File: src/rtl/timer_irq_arb.sv
// Timer interrupt arbiter: latches per-channel done pulses into pending bits and
// hands them to the CPU one at a time via round-robin and a claim/complete handshake.
module timer_irq_arb #(
  parameter  int N_CH = 4,
  localparam int IDW  = $clog2(N_CH)
) (
  input  logic            clk,
  input  logic            rst,
  input  logic [N_CH-1:0] ch_done,
  input  logic [N_CH-1:0] ch_int_en,
  input  logic            claim,
  input  logic            complete,
  input  logic [N_CH-1:0] clr_overrun,
  output logic            irq,
  output logic [IDW-1:0]  irq_id,
  output logic [N_CH-1:0] pending,
  output logic [N_CH-1:0] overrun
);

  typedef enum logic [1:0] {S_IDLE, S_ASSERT, S_SERVICE} state_t;

  state_t          r_state, w_state_nxt;
  logic            r_irq;
  logic [IDW-1:0]  r_irq_id, r_last_id, w_pick;
  logic [N_CH-1:0] r_pending, r_overrun;
  logic [N_CH-1:0] w_set, w_clr, w_ov_set;
  logic            w_load_id, w_claim_ok, w_found;

  // Scan starts one past the last serviced id so every channel gets a turn.
  always_comb begin
    w_pick  = '0;
    w_found = 1'b0;
    for (int k = 1; k <= N_CH; k++) begin
      logic [IDW-1:0] w_cand;
      w_cand = IDW'((int'(r_last_id) + k) % N_CH);
      if (!w_found && r_pending[w_cand]) begin
        w_found = 1'b1;
        w_pick  = w_cand;
      end
    end
  end

  always_comb begin
    w_state_nxt = r_state;
    w_load_id   = 1'b0;
    w_claim_ok  = 1'b0;
    case (r_state)
      S_IDLE:    if (|r_pending) begin w_state_nxt = S_ASSERT; w_load_id = 1'b1; end
      S_ASSERT:  if (claim) begin w_state_nxt = S_SERVICE; w_claim_ok = 1'b1; end
      S_SERVICE: if (complete) w_state_nxt = S_IDLE;
      default:   w_state_nxt = S_IDLE;
    endcase
  end

  assign w_set    = ch_done & ch_int_en;
  assign w_clr    = w_claim_ok ? (N_CH'(1) << r_irq_id) : '0;
  // A new event on a bit that stays pending means one event is lost.
  assign w_ov_set = w_set & r_pending & ~w_clr;

  always_ff @(posedge clk or negedge rst) begin
    if (!rst) begin
      r_state   <= S_IDLE;
      r_irq     <= 1'b0;
      r_irq_id  <= '0;
      r_last_id <= IDW'(N_CH - 1);
      r_pending <= '0;
      r_overrun <= '0;
    end else begin
      r_state   <= w_state_nxt;
      r_irq     <= (w_state_nxt == S_ASSERT);
      r_pending <= (r_pending & ~w_clr) | w_set;
      r_overrun <= (r_overrun & ~clr_overrun) | w_ov_set;
      if (w_load_id)  r_irq_id  <= w_pick;
      if (w_claim_ok) r_last_id <= r_irq_id;
    end
  end

  assign irq     = r_irq;
  assign irq_id  = r_irq_id;
  assign pending = r_pending;
  assign overrun = r_overrun;

endmodule

File: config.mk
export PLATFORM = sky130hd
export DESIGN_NAME = timer_irq_arb
export DESIGN_NICKNAME = d
export VERILOG_FILES = /design/src/rtl/timer_irq_arb.sv
export SDC_FILE = /design/constraint.sdc
export NUM_CORES = 1
export LEC_CHECK = 0
export CAP_MARGIN = 20
export CORE_ASPECT_RATIO = 0.75
export CORE_MARGIN = 3
export CORE_UTILIZATION = 30
export DETAILED_ROUTE_END_ITERATION = 16
export DONT_BUFFER_PORTS = 1
export GPL_ROUTABILITY_DRIVEN = 0
export GPL_TIMING_DRIVEN = 0
export SLEW_MARGIN = 10
export SYNTH_ARGS = -nofsm -noshare
export SYNTH_HDL_FRONTEND = slang
export SYNTH_SLANG_ARGS = --single-unit
File: constraint.sdc
create_clock -name clk -period 1.5 [get_ports clk]
set_input_delay 0.225 -clock clk [delete_from_list [all_inputs] [get_ports clk]]
set_output_delay 0.225 -clock clk [all_outputs]
set_load 0.01 [all_outputs]
==> qor.csv <==
metric,value,unit
placed_cell_area,743.2,um^2
clk_latency,0.27,ns
ys_seq_area_share,53.74,%
synthTopCellsByCount,"nand2_1, dfrtp_1, inv_1",
antenna_left,0,
rsz0062_at_grt,true,
clkTransAtPathRegs,0.09,ns
p_per_area,2164,mW/mm^2
clk_path_buf_depth,2,
dp.final_hpwl,1042,um
synth_fp_nets,90,
synthAdderAreaFrac,0,%
tightest_slew,0.6631,ns
ys_types,27,
clock-root-buffer,clkbuf_4,
setup_tns,0,ns
port_buffers,0,
start_util,33.18,%
cts_sinks,15,
vdd_drop_max,0.0007907,V
synth_edf_count,0,
yosysTopAreaCellShare,46.26,%
fin_skew,0.001783,ns
cp-end-kind,flop,
wl_met1,618,um
async_flop_share,100.0,%
avgRoutedWirePerCell,13.15,um
synth_area_leaders,"dfrtp_1, nand2_1, dfstp_2",
fin_crit,1.439,ns
synth_area,703.2,um^2
cts_buffers,3,
antenna_found_initial,0,
routed.top_layer,met4,
finalSetupViolations,0,
drt_iter0_drc,9,
synthMuxAreaShare,1.423,%
core,0.002120,mm^2
route.met3.wl,133,um
min_path_type,in2reg,
fin_nets,96,
avgSynthCellArea,9.502,um^2
antennaDiodeCount,0,
yosysMostFrequentCell,nand2_1,
die_h,47.93,um
cap_viol_max_count,0,
fin_hold_ws,0.03571,ns
design_area,792.0,um^2
power.leakage,0.3279,nW
fmax,695.1,MHz
maxSlewViolCount,0,
synth_cells,74,
synth.ff_latch_count,15,
die-area,0.002967,mm^2
drt-total-wl,1460,um
wl_met2,698,um
yosys_warnings,0,
avgViaCountPerCell,4.982,
report.final.hold_viol_count,0,
crit_type,reg2reg,
cts_tree,built,
synth_xor_area_share,1.246,%
drtPass1Iterations,4,
synth_top_family_by_area,simple AND/OR/NAND/NOR gates,
status,"complete, no violations",
first_global_vias,489,
ios,27,
htree_num_levels,1,
cp.required,1.69,ns
std_cell_rows,14,
grt_pass1_wl,2263,um
yosysTopAreaCell,dfrtp_1,
drive_gt1_share,16.46,%
syn_to_final_growth,12.63,%
crit_arrival,1.63,ns
worst_slack,0.06127,ns
final_core_util,37.37,%
die_w,61.91,um
slew_headroom,55.64,%
grt_max_degree,16,
crit_fanout,8,
grt_usage,10.70,%
synth_compound_area_share,16.73,%
cp-start-kind,flop,
grt_overflow,0,
synthSimpleGateAreaFrac,19.75,%
place_ws,0.1315,ns
min_period_over_period,95.92,%
drt_drc_violations_left,0,
vias,553,
r2r_slack,0.06,ns
synth_ff_type,dfrtp_1,
[layout make-up]
cell class | count | area, um^2
Fill cell | 212 | 1328
Sequential cell | 15 | 379.1
Multi-Input combinational cell | 50 | 286.5
Tap cell | 32 | 40.04
Buffer | 3 | 27.53
Clock buffer | 4 | 26.28
Inverter | 6 | 22.52
Timing Repair Buffer | 1 | 10.01
[state kept, by name, indices dropped and copies added (netlist names)]
name,count
irq_id,2
r_last_id,2
irq,1
r_state,2
overrun,4
pending,4
[placed cells by master (no fill, tap or decap)]
cell,count
nor4_2,1
or2_2,2
buf_6,2
dlygate4sd3_1,1
o21ai_1,1
o21ai_0,5
nor3b_1,1
mux2i_1,1
nand3b_1,1
o31ai_1,2
o22ai_1,4
o21bai_1,1
buf_2,1
dfrtp_2,1
a221o_1,1
a31oi_1,1
dfrtp_1,12
nand2b_1,1
nor3_2,1
a21oi_1,3
nand2_1,15
nor2_1,4
nand3_1,1
xnor2_1,1
clkbuf_4,3
nand4b_1,1
inv_1,6
dfstp_2,2
clkbuf_1,1
or3b_1,1
o32ai_1,1
[where the power goes]
group	internal (mW)	switching, mW	total (mW)
Combinational	0.305	0.346	0.651
Sequential	0.592	0.245	0.837
Clock	0.103	0.123	0.226
[worst paths after layout]
| kind | cells past startpoint | startpoint | endpoint |
|---|---|---|---|
| max in group asynchronous | 1 | rst | pending[2]$_DFF_PN0_ |
| min reg2reg | 1 | r_state[0]$_DFF_PN0_ | r_state[1]$_DFF_PN0_ |
| min | 1 | clr_overrun[0] | overrun[0]$_DFF_PN0_ |
| max reg2reg | 4 | r_last_id[0]$_DFFE_PN1P_ | irq_id[1]$_DFFE_PN0P_ |
| min in group asynchronous | 1 | rst | pending[3]$_DFF_PN0_ |
| max | 4 | r_last_id[0]$_DFFE_PN1P_ | irq_id[1]$_DFFE_PN0P_ |
[cells by family after synthesis]
logic type / after synthesis
buffers and inverters: 9
and+or+nand+nor: 29
AOI/OAI and AO/OA: 19
muxes: 1
DFF: 15
xor gates and xnor gates: 1
[routing by layer]
metal	vias up	global-route usage, %
li1	265	-
met1	263	14.52
met2	23	15.87
met3	2	3.774
met4	0	3.814
met5	-	0
[worst max-delay path, cell delays in order (launching register included)]
cell and delay, ns:
dfstp_2 0.52, buf_2 0.17, o21ai_0 0.09, a221o_1 0.36
a31oi_1 0.21
[per-stage QoR]
stage / std cells / total power, mW
6_report: 111 / 1.714
5_1_grt: 111 / 1.856
4_1_cts: 111 / 1.688
3_5_place_dp: 106 / 1.448
3_3_place_gp: 106 / 1.430
2_1_floorplan: 74 / 1.304
[repair_timing]
action	CTS	global route
setup buffers	0	0
setup endpoints to repair	0	3
gates resized for setup	0	3
endpoints found under the hold margin	15	0
hold buffers	1	0
Note: power is estimated with default switching activity, not from simulation.
